### config.mk
export PLATFORM = sky130hd
export DESIGN_NAME = interval_timer
export DESIGN_NICKNAME = d
export VERILOG_FILES = /design/src/rtl/interval_timer.sv
export SDC_FILE = /design/constraint.sdc
export NUM_CORES = 1
export LEC_CHECK = 0
export ABC_AREA = 1
export ABC_CLOCK_PERIOD_IN_PS = 4340
export CAP_MARGIN = 20
export CORE_UTILIZATION = 38
export CTS_CLUSTER_DIAMETER = 150
export CTS_CLUSTER_SIZE = 14
export DETAILED_ROUTE_END_ITERATION = 7
export PLACE_DENSITY = 0.56
export SLEW_MARGIN = 20
export SYNTH_ARGS = -nofsm -noshare
export SYNTH_HDL_FRONTEND = slang
export SYNTH_SLANG_ARGS = --single-unit
### constraint.sdc
create_clock -name clk -period 4.34 [get_ports clk]
set_input_delay 1.302 -clock clk [delete_from_list [all_inputs] [get_ports clk]]
set_output_delay 1.302 -clock clk [all_outputs]
set_load 0.005 [all_outputs]
### src/rtl/interval_timer.sv
// Run-time programmable interval timer with periodic and one-shot modes,
// start/stop/resume control, a reloadable period and registered outputs.
module interval_timer #(
  parameter int CNT_W         = 29,
  parameter int DEFAULT_TICKS = 500000000
) (
  input  logic             clk,
  input  logic             reset,
  input  logic             start,
  input  logic             stop,
  input  logic             mode,
  input  logic             load_en,
  input  logic [CNT_W-1:0] load_val,
  input  logic             clear_done,
  output logic             pulse,
  output logic             done,
  output logic             busy,
  output logic [CNT_W-1:0] count
);

  typedef enum logic [1:0] {IDLE, RUN, HOLD} state_e;

  localparam logic [CNT_W-1:0] DEFAULT_P = CNT_W'(DEFAULT_TICKS);
  localparam logic [CNT_W-1:0] ONE       = CNT_W'(1);

  state_e           state_q, state_d;
  logic [CNT_W-1:0] count_q, count_d;
  logic [CNT_W-1:0] period_q, period_d;
  logic             pulse_q, pulse_d;
  logic             done_q, done_d;
  logic             mode_q, mode_d;
  logic             terminal;
  logic             done_set;

  // NOTE: state flops use non-blocking assignments so every flop samples
  // the pre-edge values computed by the combinational process.
  always_ff @(posedge clk or posedge reset) begin
    if (reset) begin
      state_q  <= IDLE;
      count_q  <= '0;
      period_q <= DEFAULT_P;
      pulse_q  <= 1'b0;
      done_q   <= 1'b0;
      mode_q   <= 1'b0;
    end else begin
      state_q  <= state_d;
      count_q  <= count_d;
      period_q <= period_d;
      pulse_q  <= pulse_d;
      done_q   <= done_d;
      mode_q   <= mode_d;
    end
  end

  // period_q is never 0, so P-1 cannot underflow.
  assign terminal = (count_q >= (period_q - ONE));

  always_comb begin
    // NOTE: every signal gets a default first so no path leaves one
    // unassigned, which would infer a latch.
    state_d  = state_q;
    count_d  = count_q;
    pulse_d  = 1'b0;
    mode_d   = mode_q;
    done_set = 1'b0;

    unique case (state_q)
      IDLE: begin
        if (start && !stop) begin
          state_d = RUN;
          count_d = '0;
          mode_d  = mode;
        end
      end
      RUN: begin
        if (stop) begin
          state_d = HOLD;
        end else if (start) begin
          count_d = '0;
          mode_d  = mode;
        end else if (terminal) begin
          count_d = '0;
          pulse_d = 1'b1;
          if (mode_q) begin
            state_d  = IDLE;
            done_set = 1'b1;
          end
        end else begin
          count_d = count_q + ONE;
        end
      end
      HOLD: begin
        if (start && !stop) begin
          state_d = RUN;
          mode_d  = mode;
        end
      end
      default: state_d = IDLE;
    endcase

    period_d = period_q;
    if (load_en) period_d = (load_val == '0) ? ONE : load_val;

    // A one-shot terminal outranks a simultaneous clear.
    done_d = done_q;
    if (done_set)        done_d = 1'b1;
    else if (clear_done) done_d = 1'b0;
  end

  always_comb begin
    busy  = (state_q == RUN);
    pulse = pulse_q;
    done  = done_q;
    count = count_q;
  end

endmodule

Word-level counts from Yosys, hierarchy flattened
Cells that the tools add are included.

storage, ports and cells
  register bits = 63
  input port bits = 36

operators by class
  magnitude comparators = 1
  muxes and demuxes = 27
  equal/unequal tests = 9
  add/subtract/negate cells = 2
  reductions and logical operators = 11

operators with widths
  operator               count
  $mux 29                5
  $pmux 29 s2            1
  $add 29x1->29 const B  1
  $ge 29x29->1           1
  $logic_not 29->1       1
  $sub 29x1->29 const B  1
  $mux 1                 14
  $mux 2                 5
  $reduce_and 4->1       2
  $ne 2x2->1 const B     3
  $ne 3x2->1 const B     2
  $reduce_bool 2->1      3
  $pmux 2 s2             1
  $ne 3x3->1 const B     1
  $reduce_and 3->1       1
  $eq 2x1->1 const B     1
  $eq 2x2->1 const B     1
  $logic_not 2->1        1
  $ne 2x1->1 const B     1
  $pmux 1 s2             1
  $reduce_or 2->1        1
  $logic_and 1x1->1      1
  $logic_not 1->1        1

Longest topological paths before layout
  depth after elaboration = 7
  gate-level depth with buffers = 21

Worst setup path before layout
No wires, ideal clock.

  kind = register to register
  start point = reg period_q[0]
  end point = reg count_q[9] (netlist: count[9])
  cell stages (with the launch flop) = 22
  data required time = 4.274 ns
  slack = 1.604 ns
  data arrival time = 2.670 ns
  path buffers = 1
  period minus slack after synthesis = 2.736 ns
  cell sequence = dfrtp_1 > inv_1 > ha_1 > nand2_2 > nor2_4 > nand3_2 > nor3_4 > nand3_1 > xor2_1 > ha_1 > nand2_1 > inv_1 > nand2_2 > nor2_1 > nand2_1 > nand2_1 > nor2_1 > nand2_1 > nor2_2 > buf_2 > nand3_1 > nand2_1

between the ends
  cells in the longest elaborated chain, start to end = 6

RTL lines
  item                      RTL line  text
  start: declaration        28        logic [CNT_W-1:0] period_q, period_d;
  start signal: assignment  48        period_q <= period_d;
  $sub 29x1->29             56        assign terminal = (count_q >= (period_q - ONE));
  $ge 29x29->1              56
  $mux 29                   81        end else if (terminal) begin
  $mux 29                   78        end else if (start) begin
  $mux 29                   76        if (stop) begin
  $pmux 29 s2               67        unique case (state_q)
  end signal: assignment    47        count_q <= count_d;
  end: declaration          27        logic [CNT_W-1:0] count_q, count_d;

Every way passes these cells. The select of a mux whose other input is x is not followed.
A chain may end at the register's enable or synchronous reset.

Worst setup path in the final report
  start point = reg period_q[0]
  end point = reg count_q[10] (netlist: count[10])

Same word-level chain as after synthesis.

==> metrics.txt <==
DRC violations left 0; static leakage power 2.90 nW; area added between synthesis and finish 22.6%; number of inserted filler cells in the final layout approximately 1300; area of the core region 12600 µm²; layout cell share with drive strength beyond 1 0.111; top cell type by total area after synthesis sky130_fd_sc_hd__dfrtp_1; worst hold-check slack 479 ps; asr flop ratio synth 1.00; ordered list of cells on the worst path inv_1, ha_1, nand2_2, nor2_4, nand3_2, nor3_4, nand3_1, xor2_1, ha_1, nand2_1, inv_1, nand2_2, nor2_1, nand2_1, nand2_1, nor2_1, nand2_1, nor2_2, buf_4, nand3_1, nand2_1; delay of the slowest cell on the worst path roughly 450 ps; total CTS buffers 9; clock root buffer sky130_fd_sc_hd__clkbuf_16; drt first-iter violations 188; most area-consuming cells after synthesis sky130_fd_sc_hd__dfrtp_1 26%, sky130_fd_sc_hd__nand2_1 14%, sky130_fd_sc_hd__ha_1 7.9%, sky130_fd_sc_hd__dfstp_2 7.0%, sky130_fd_sc_hd__inv_1 7.0%; clock tree from TritonCTS built; die area approximately 13000 µm²; PD cells around 280 nW/µm²; overall track demand over capacity in global routing 0.203; cells after synthesis approximately 680; Data required, critical path ~4600 ps; Register Area roughly 1600 µm²; wire length of the first global-routing pass between 20000 and 25000 µm; vias per cell 4.88; die outline width 115 µm; cell row count 41; dominant synthesized flop cell sky130_fd_sc_hd__dfrtp_1; biggest fanout along the worst timing path 17; count leader, synth sky130_fd_sc_hd__nand2_1; post-place setup slack 789 ps; fraction of synthesized cell area taken by the top area cell type 0.256; register bit count reported by yosys 63; number of optimization iterations in the first detailed-route pass 4; WL/cell between 10 and 15 µm; endpoints failing setup 0; clock edge transition at the registers on the reported setup and hold paths about 50 ps; cell with the biggest individual delay on the critical path sky130_fd_sc_hd__nor2_2; maximum clock insertion buffer count 2; placed wire-length estimate after detailed placement 9460 µm; final max-slew violation count 0; Pwr Total between 1.5 and 2 mW; total gr overflow 0; initial core utilization 0.389; number of antenna violations at the first check in global routing 0; total of cells resized after clock tree synthesis 0; final-report hold violation count 0; outcome completed; clk_skew 5.72 ps; TritonCTS Sinks between 60 and 70; max-cap violation count 0; Post-Syn Nets 744; Post-layout nets approximately 800; Worst slew margin 0.348; ports placed on the boundary 68; RSZ-0062 raised after global routing no; antenna violation net count after detailed routing 0; count of flip-flops with a built-in enable after synthesis 0; critical path capture point type flop; end-of-flow core utilization 0.476; list of most frequent post-synthesis cells 184 x sky130_fd_sc_hd__nand2_1, 91 x sky130_fd_sc_hd__inv_1, 61 x sky130_fd_sc_hd__nor2_1; largest net degree at the start of global routing 64; buffer count from post-CTS setup fixing 0; height of the die roughly 120 µm; type of the setup path with the least slack flop to flop; Synth cell types 38; worst setup slack after layout 826 ps; vias in the first global route approximately 4300; number of antenna cells inserted 0; clk_lat worst skew between 300 and 400 ps; post-route setup TNS 0 ps; post-synthesis sequential area ratio 0.326; multi-input combinational cell area roughly 2900 µm²; worst voltage drop across the vdd grid 152 µV; placer congestion estimate 0.822; cell area after technology mapping between 4000 and 5000 µm²; crit path DAT about 3800 ps; Yosys warning total 0; number of buffers added to fix hold violations after cts 0; actual transition at the worst max-transition pin about 980 ps; PortBufs between 60 and 70; final critical path time including I/O delays and setup 3510 ps; maximum frequency from static timing analysis approximately 280 MHz; number of H-tree levels 3; Most Frequent Cell on Critical Path sky130_fd_sc_hd__nand2_1; final clock period utilization by the worst path 0.810; Worst Setup Start Kind flop; type of the worst min-delay path flop to flop; final wirelength 12400 µm; average instance area after synthesis slightly above 7 µm²; routed vias between 4000 and 5000
==> kinds of logic (layout without fill, tap and decap cells) <==
| logic type | after synthesis | count (layout) | synth area share |
|---|---|---|---|
| AO/OA/AOI/OAI | 55 | 55 | 0.0627 |
| XOR/XNOR | 37 | 37 | 0.0663 |
| adder cells (fa/ha/maj) | 31 | 31 | 0.0794 |
| buffers and inverters | 109 | 181 | 0.0863 |
| flip-flops | 63 | 63 | 0.326 |
| multiplexers | 5 | 5 | 0.0115 |
| AND/OR/NAND/NOR | 377 | 377 | 0.368 |
==> critical path, delay by kind of cell (launching register included) <==
| family | cells | cell delay, ps |
|---|---|---|
| DFF | 1 | 370 |
| xor gates and xnor gates | 1 | 160 |
| and+or+nand+nor | 15 | 1860 |
| adders and majority gates | 2 | 520 |
| buffers and inverters | 3 | 520 |
==> worst paths after layout <==
check                                         from                      end  slack (ps)  cells after the start
hold / removal                    done$_DFFE_PP0P_         done$_DFFE_PP0P_         480                      2
min in group asynchronous                    reset  period_q[2]$_DFFE_PP0P_        1500                      3
setup reg to reg           period_q[0]$_DFFE_PP0P_    count[10]$_DFFE_PP0P_         830                     21
hold reg to reg                   done$_DFFE_PP0P_         done$_DFFE_PP0P_         480                      2
max in group asynchronous                    reset    count[12]$_DFFE_PP0P_        2270                      3
setup / recovery           period_q[0]$_DFFE_PP0P_    count[10]$_DFFE_PP0P_         830                     21
==> state kept, by name, summed over array words and instances (netlist names) <==
signal and count:
pulse 1, count 29, period_q 29, done 1, state_q 2, mode_q 1
==> per-stage QoR <==
stage / area [µm²] / cells
after floorplan: 4890 / 677
after global placement: 5730 / 905
after detailed placement: 5730 / 905
after CTS: 5990 / 921
after global routing: 5990 / 921
final: 5990 / 921
==> power by group <==
| part | switching [mW] | internal, mW | total, mW |
|---|---|---|---|
| clock network | 0.260 | 0.383 | 0.643 |
| logic | 0.198 | 0.126 | 0.324 |
| registers | 0.0402 | 0.640 | 0.680 |
| total | 0.498 | 1.15 | 1.65 |
==> metal layers <==
| metal | vias up | wire (µm) | track usage |
|---|---|---|---|
| met2 | 103 | 5900 | 0.347 |
| li1 | 2306 | - | - |
| met3 | 14 | 506 | 0.0322 |
| met5 | - | 0 | 0 |
| met4 | 0 | 207 | 0.0805 |
| met1 | 2071 | 5780 | 0.254 |
==> cell usage in the layout (no fill, tap or decap), types with 20 or more instances in the layout <==
cell type / count
sky130_fd_sc_hd__ha_1: 31
sky130_fd_sc_hd__o21ai_0: 26
sky130_fd_sc_hd__dfrtp_1: 50
sky130_fd_sc_hd__nand3_1: 50
sky130_fd_sc_hd__a21oi_1: 20
sky130_fd_sc_hd__inv_1: 90
sky130_fd_sc_hd__nand4_1: 21
sky130_fd_sc_hd__nand2_1: 184
sky130_fd_sc_hd__nor2_1: 61
sky130_fd_sc_hd__xor2_1: 35
sky130_fd_sc_hd__clkdlybuf4s50_1: 67
==> layout make-up <==
| cell class | count | area share |
|---|---|---|
| clock buffer | 12 | 0.0395 |
| clock inverter | 4 | 0.00376 |
| inverter | 95 | 0.0595 |
| multi-input combinational | 505 | 0.480 |
| sequential | 63 | 0.266 |
| tap | 172 | 0.0359 |
| timing repair buffer | 70 | 0.116 |
Power figures use the tool's default switching activity.
